### config.mk
export PLATFORM = sky130hd
export DESIGN_NAME = axlite2wb_byte_serializer
export DESIGN_NICKNAME = d
export VERILOG_FILES = /design/src/rtl/axlite2wb_pkg.sv /design/src/rtl/axlite2wb_lane_picker.sv /design/src/rtl/axlite2wb_byte_serializer.sv
export SDC_FILE = /design/constraint.sdc
export NUM_CORES = 1
export LEC_CHECK = 0
export ABC_AREA = 1
export BUFFER_PORTS_ARGS = -buffer_cell sky130_fd_sc_hd__clkbuf_2
export CORE_MARGIN = 2
export CORE_UTILIZATION = 40
export DETAILED_ROUTE_END_ITERATION = 8
export HOLD_SLACK_MARGIN = 0.15
export PLACE_DENSITY_LB_ADDON = 0.1
export SETUP_SLACK_MARGIN = 0.3
export SYNTH_ARGS = -nofsm -noshare
export SYNTH_HDL_FRONTEND = slang
export SYNTH_SLANG_ARGS = --single-unit
export TNS_END_PERCENT = 20
### constraint.sdc
create_clock -name clk -period 5.1 [get_ports clk]
set_input_delay 1.02 -clock clk [delete_from_list [all_inputs] [get_ports clk]]
set_output_delay 1.02 -clock clk [all_outputs]
set_load 0.05 [all_outputs]
### src/rtl/axlite2wb_pkg.sv
// axlite2wb_pkg: shared state type and sizing helpers for the axlite2wb bridge.
package axlite2wb_pkg;
    typedef enum logic [1:0] {IDLE, BEAT, RESP} state_t;
    localparam int WB_BYTE_W = 8;
    function automatic int lanes(input int data_width);
        return data_width / WB_BYTE_W;
    endfunction
endpackage

### src/rtl/axlite2wb_lane_picker.sv
// axlite2wb_lane_picker: lowest set bit of the lane mask as an index and as a one-hot.
module axlite2wb_lane_picker #(
    parameter int N = 4,
    parameter int W = 2
) (
    input  logic [N-1:0] i_mask,
    output logic [W-1:0] o_idx,
    output logic [N-1:0] o_onehot
);
    always_comb begin
        o_idx = '0;
        for (int i = N - 1; i >= 0; i--) if (i_mask[i]) o_idx = W'(i);
    end
    assign o_onehot = i_mask & (~i_mask + 1'b1);
endmodule

### src/rtl/axlite2wb_byte_serializer.sv
// axlite2wb_byte_serializer: splits one word request into byte-wide Wishbone classic
// cycles, one per enabled lane, and returns a single word response with error status.
module axlite2wb_byte_serializer
    import axlite2wb_pkg::*;
#(
    parameter int DATA_WIDTH = 32,
    parameter int ADDR_WIDTH = 8,
    parameter int TIMEOUT    = 255
) (
    input  logic                    clk,
    input  logic                    rst_n,
    input  logic                    req_valid,
    output logic                    req_ready,
    input  logic                    req_we,
    input  logic [ADDR_WIDTH-1:0]   req_addr,
    input  logic [DATA_WIDTH-1:0]   req_wdata,
    input  logic [DATA_WIDTH/8-1:0] req_strb,
    output logic                    rsp_valid,
    input  logic                    rsp_ready,
    output logic [DATA_WIDTH-1:0]   rsp_rdata,
    output logic                    rsp_err,
    output logic                    wb_cyc_o,
    output logic                    wb_stb_o,
    output logic                    wb_we_o,
    output logic [ADDR_WIDTH-1:0]   wb_adr_o,
    output logic [7:0]              wb_dat_o,
    input  logic [7:0]              wb_dat_i,
    input  logic                    wb_ack_i,
    input  logic                    wb_err_i
);
    localparam int LANES = lanes(DATA_WIDTH);
    localparam int LW    = (LANES > 1) ? $clog2(LANES) : 1;
    localparam int CW    = $clog2(TIMEOUT + 2);
    localparam int PW    = $clog2(LANES + 1);

    function automatic logic [PW-1:0] popcnt(input logic [LANES-1:0] m);
        popcnt = '0;
        for (int i = 0; i < LANES; i++) popcnt = popcnt + PW'(m[i]);
    endfunction

    state_t                r_state;
    logic [LANES-1:0]      r_mask;
    logic                  r_we;
    logic                  r_cyc;
    logic                  r_err;
    logic [ADDR_WIDTH-1:0] r_addr;
    logic [DATA_WIDTH-1:0] r_wdata;
    logic [DATA_WIDTH-1:0] r_rdata;
    logic [CW-1:0]         r_cnt;
    logic [PW-1:0]         r_left;

    logic [LW-1:0]    w_idx;
    logic [LANES-1:0] w_bit;
    logic [LANES-1:0] w_mask_in;
    logic             w_last;
    logic             w_abort;

    axlite2wb_lane_picker #(.N(LANES), .W(LW)) u_picker (
        .i_mask  (r_mask),
        .o_idx   (w_idx),
        .o_onehot(w_bit)
    );

    assign w_mask_in = req_we ? req_strb : '1;
    assign w_last    = (r_mask & ~w_bit) == '0;
    // Error always wins; a timeout yields to an ack arriving in the same cycle.
    assign w_abort   = wb_err_i || (!wb_ack_i && TIMEOUT != 0 && int'(r_cnt) + 1 == TIMEOUT);

    assign req_ready = rst_n && r_state == IDLE;
    assign rsp_valid = r_state == RESP;
    assign rsp_rdata = r_rdata;
    assign rsp_err   = r_err;
    assign wb_cyc_o  = r_cyc;
    assign wb_stb_o  = r_cyc;
    assign wb_we_o   = r_cyc & r_we;
    assign wb_adr_o  = (r_addr & ~ADDR_WIDTH'(LANES - 1)) | ADDR_WIDTH'(w_idx);
    assign wb_dat_o  = r_wdata[w_idx*WB_BYTE_W +: WB_BYTE_W];

    always_ff @(posedge clk or negedge rst_n) begin
        if (!rst_n) begin
            r_state <= IDLE;
            r_mask  <= '0;
            r_we    <= 1'b0;
            r_cyc   <= 1'b0;
            r_err   <= 1'b0;
            r_addr  <= '0;
            r_wdata <= '0;
            r_rdata <= '0;
            r_cnt   <= '0;
            r_left  <= '0;
        end else begin
            case (r_state)
                IDLE: if (req_valid) begin
                    r_we    <= req_we;
                    r_addr  <= req_addr;
                    r_wdata <= req_wdata;
                    r_rdata <= '0;
                    r_err   <= 1'b0;
                    r_cnt   <= '0;
                    r_mask  <= w_mask_in;
                    r_left  <= popcnt(w_mask_in);
                    r_cyc   <= |w_mask_in;
                    r_state <= |w_mask_in ? BEAT : RESP;
                end
                BEAT: if (w_abort) begin
                    r_err   <= 1'b1;
                    r_mask  <= '0;
                    r_cyc   <= 1'b0;
                    r_state <= RESP;
                end else if (wb_ack_i) begin
                    r_mask <= r_mask & ~w_bit;
                    r_cnt  <= '0;
                    r_left <= r_left - 1'b1;
                    if (!r_we) r_rdata[w_idx*WB_BYTE_W +: WB_BYTE_W] <= wb_dat_i;
                    if (w_last) begin
                        r_cyc   <= 1'b0;
                        r_state <= RESP;
                    end
                end else begin
                    r_cnt <= r_cnt + 1'b1;
                end
                RESP: if (rsp_ready) r_state <= IDLE;
                default: r_state <= IDLE;
            endcase
        end
    end

    // The final ack of a clean burst must consume exactly the popcount of the lane mask.
    assert property (@(posedge clk) disable iff (!rst_n)
        (r_state == BEAT && wb_ack_i && !wb_err_i && w_last) |-> r_left == PW'(1));
endmodule

==> metrics.log <==
INFO  metric postCtsSetupRepairBufs = 0
INFO  metric synth.area.top_cells = sky130_fd_sc_hd__dfrtp_1, sky130_fd_sc_hd__nand2_1, sky130_fd_sc_hd__o21ai_2, sky130_fd_sc_hd__nor2_1, sky130_fd_sc_hd__o21ai_0
INFO  metric number_of_antenna_violations_at_the_first_check_in_global_routing = 0
INFO  metric timing_max_transition_violations_final = 0
INFO  metric grt_pass1_vias = 3,689
INFO  metric grt_max_degree = 52
INFO  metric cp_cell_sequence = nor2_1 > inv_1 > a21oi_1 > inv_1 > o21ai_0 > o22ai_1 > clkbuf_2
INFO  metric synthDistinctLibCells = 33
INFO  metric tightest_hold_check_type = reg -> reg
INFO  metric route.detailed.drc = 0
INFO  metric worst-slew-pin-transition = 0.9897 ns
INFO  metric synthDominantCellAreaShare = 48.90%
INFO  metric sort_of_element_at_the_start_of_the_critical_path = flip-flop
INFO  metric post_route_cells_drive_above_1_share = 31.70%
INFO  metric finalNonFillerCells = 793
INFO  metric yosys_warning_total = 0
INFO  metric setup-tns-final = 0 ns
INFO  metric worst-r2r-setup-slack = 1.73 ns
INFO  metric unrepaired_setup_endpoints_after_global_routing = no
INFO  metric placed_cells_incl_taps = 777
INFO  metric synth_seq_area_share = 48.90%
INFO  metric comb_power_share = 49.4%
INFO  metric cts_inserted_buffers = 9
INFO  metric routed_wire_length_on_met2 = 5084 µm
INFO  metric synth_common_cells = sky130_fd_sc_hd__nand2_1, sky130_fd_sc_hd__dfrtp_1, sky130_fd_sc_hd__nor2_1
INFO  metric status = completed
INFO  metric post_dp_cell_area = 0.005137 mm²
INFO  metric first_iter_violations = 146
INFO  metric worst_r2r_path_depth = 10
INFO  metric cell_count_after_synthesis = 542
INFO  metric synthMostInstantiatedCell = sky130_fd_sc_hd__nand2_1
INFO  metric crit_slowest_cell = sky130_fd_sc_hd__a21oi_1
INFO  metric via_per_inst = 4.831
INFO  metric floorplan.io_pins = 113
INFO  metric clock-root-buffer = sky130_fd_sc_hd__clkbuf_16
INFO  metric crit_family = compound AO/OA/AOI/OAI gates
INFO  metric number_of_enable_flip_flop_cells_after_synthesis = 0
INFO  metric detailed_route_wire_length_per_cell = 13.37 µm
INFO  metric drt_pass1_iterations = 4
INFO  metric start_util = 41.18%
INFO  metric rows = 38
INFO  metric ir_worst_vdd = 0.0005785 V
INFO  metric mappedNetlistArea = 0.004503 mm²
INFO  metric synthesis.area_per_instance = 8.308 µm²
INFO  metric floorplan.die_area = 0.01212 mm²
INFO  metric dieWidth = 110.1 µm
INFO  metric layout_worst_path_cycle_share = 73.36%
INFO  metric final_design_area_no_fill = 0.005529 mm²
INFO  metric worst_ep_required_time = 4.08 ns
INFO  metric max-clock-path-buffers = 2
INFO  metric synth-main-ff-cell = sky130_fd_sc_hd__dfrtp_1
INFO  metric cp_slowest_stage_delay = 0.76 ns
INFO  metric cap_viol_max_count = 0
INFO  metric clock_tree_from_tritoncts = built
INFO  metric max_slew_margin = 34.02%
INFO  metric final_setup_violations = 0
INFO  metric post_synthesis_sequential_element_count = 88
INFO  metric gp_congestion = 0.7894
INFO  metric critical_path_class = reg -> out
INFO  metric fin_util = 50.56%
INFO  metric synth_top_area_cell = sky130_fd_sc_hd__dfrtp_1
INFO  metric cts-resized-gates = 0
INFO  metric syn-num-nets = 607
INFO  metric wire_length_of_the_first_global_routing_pass = 17,660 µm
INFO  metric power_leakage = 2.807 nW
INFO  metric worstSkewPairLatency = 0.34 ns
INFO  metric path_common_cell = sky130_fd_sc_hd__inv_1
INFO  metric power.switching = 1.831 mW
INFO  metric die_y = 110.1 µm
INFO  metric report.final.hold_viol_count = 0
INFO  metric critPathBufInv = 3
INFO  metric min_period = 3.741 ns
INFO  metric hold_path.startpoint = r_addr[4]
INFO  metric timing.clock.skew = 0.008095 ns
INFO  metric cts.sinks = 88
INFO  metric pwr_density_cell = 678.9 mW/mm²
INFO  metric antenna_cells = 0
INFO  metric cts-htree-levels = 3
INFO  metric cp_max_fo = 12
INFO  metric synth-async-reset-ratio = 100.0%
INFO  metric ant_nets = 0
INFO  metric switching_share = 48.77%
INFO  metric power.sequential.fraction = 27.7%
INFO  metric routed-via-count = 3,831
INFO  metric dp.final_hpwl = 7644 µm
INFO  metric hold_buffers = 0
INFO  metric r2r-start = r_mask[0]
INFO  metric worst_ep_arrival_time = 2.72 ns
INFO  metric critical_path.reg2reg.endpoint = rsp_rdata[26]
INFO  metric hold_path_depth = 2
INFO  metric areaGrowthSynthToFinish = 22.78%
INFO  metric global_route.overflow_total = 0
INFO  metric dr.max_layer_used = met4
INFO  metric clock.fmax = 0.2673 GHz
INFO  metric final_routed_wirelength = 10,600 µm
INFO  metric numPortBuffers = 110
INFO  metric internal_power = 1.923 mW
INFO  metric layout.nets = 713
INFO  metric worst_setup_path_end_kind = output pin
INFO  metric globalRouteTotalUtil = 18.72%
INFO  metric total_length_of_routed_met3_wires = 513 µm
INFO  metric met1Wirelength = 4829 µm
INFO  metric pwr-share-clk = 22.9%
INFO  metric whs_endpoint = r_addr[4]
INFO  metric core_area = 0.01094 mm²
INFO  metric worst_setup_hold_path_clk_slew = 0.06 ns
[layer usage]
layer / vias up / track usage (%)
li1: 1936 / -
met1: 1800 / 24.58
met2: 83 / 30.67
met3: 12 / 3.645
met4: 0 / 7.143
met5: - / 0
[power groups by stage]
stage / registers [mW] / clock network (mW) / logic, mW
3_5_place_dp: 1.05 / 0 / 1.87
4_1_cts: 1.04 / 0.875 / 1.88
6_report: 1.04 / 0.861 / 1.85
3_3_place_gp: 1.04 / 0 / 1.85
5_1_grt: 1.06 / 0.907 / 2.06
2_1_floorplan: 1.21 / 0 / 1.32
[metrics by stage]
| step | setup WS [ns] | hold WS (ns) | power, mW |
|---|---|---|---|
| floorplan | 1.357 | 0.4367 | 2.535 |
| CTS | 1.287 | 0.4701 | 3.789 |
| finish | 1.359 | 0.4660 | 3.753 |
| global placement | 1.721 | 0.4491 | 2.895 |
| detailed placement | 1.676 | 0.4540 | 2.918 |
| global route | 1.121 | 0.4918 | 4.028 |
[cells by family after synthesis]
family	share of synthesized area (%)
simple gates	30.93
flops	48.90
compound gates	12.64
buf+inv	5.863
fa+ha+maj	1.667
[worst min-delay path, stage by stage, from the launching register on]
cell and delay [ns]:
sky130_fd_sc_hd__dfrtp_1 0.34, sky130_fd_sc_hd__nand2_1 0.05, sky130_fd_sc_hd__nand2_1 0.04
[cell type report]
class,instances,area (µm²)
fillers,1115,5406
flip-flops and latches,88,2202
multi-input cells,399,2043
repair buffers,113,575.6
clock buffers,9,225.2
well taps,140,175.2
clock inverters,7,166.4
inverters,37,141.4
[flip-flops by register name (all words and copies together), names as in the netlist]
register	flops
wb_cyc_o	1
r_mask	4
rsp_rdata	32
rsp_err	1
r_state	2
r_cnt	9
r_addr	6
r_we	1
r_wdata	32
[layout by cell type, fill, tap and decap left out, types with 2 or more instances in the layout]
| cell type | synthesis | layout |
|---|---|---|
| sky130_fd_sc_hd__nand2_1 | 212 | 212 |
| sky130_fd_sc_hd__clkbuf_2 | 0 | 109 |
| sky130_fd_sc_hd__dfrtp_1 | 88 | 88 |
| sky130_fd_sc_hd__nor2_1 | 41 | 40 |
| sky130_fd_sc_hd__o21ai_2 | 32 | 32 |
| sky130_fd_sc_hd__inv_1 | 27 | 27 |
| sky130_fd_sc_hd__o21ai_0 | 25 | 25 |
| sky130_fd_sc_hd__nand3_1 | 18 | 18 |
| sky130_fd_sc_hd__o22ai_1 | 12 | 12 |
| sky130_fd_sc_hd__nand2_2 | 12 | 12 |
| sky130_fd_sc_hd__o21ai_1 | 9 | 9 |
| sky130_fd_sc_hd__clkbuf_16 | 0 | 9 |
| sky130_fd_sc_hd__inv_2 | 7 | 7 |
| sky130_fd_sc_hd__ha_1 | 6 | 6 |
| sky130_fd_sc_hd__nor2_2 | 4 | 5 |
| sky130_fd_sc_hd__nand3_4 | 5 | 5 |
| sky130_fd_sc_hd__or2_2 | 5 | 5 |
| sky130_fd_sc_hd__bufinv_16 | 0 | 5 |
| sky130_fd_sc_hd__buf_4 | 1 | 4 |
| sky130_fd_sc_hd__nand3_2 | 3 | 3 |
| sky130_fd_sc_hd__a21oi_1 | 3 | 2 |
| sky130_fd_sc_hd__nor2_4 | 2 | 2 |
| sky130_fd_sc_hd__nand4_1 | 2 | 2 |
| sky130_fd_sc_hd__nand2_4 | 2 | 2 |
| sky130_fd_sc_hd__clkinv_1 | 2 | 2 |
[worst max path at each step]
stage,to,cells after the start,from
3_3_place_gp,wb_dat_o[4],7,r_mask[0]
6_report,wb_dat_o[4],7,r_mask[0]
2_1_floorplan,wb_dat_o[0],5,r_mask[0]
3_5_place_dp,wb_dat_o[3],7,r_mask[0]
4_1_cts,wb_dat_o[3],7,r_mask[0]
5_1_grt,wb_dat_o[3],7,r_mask[0]
Power figures use the tool's default switching activity.
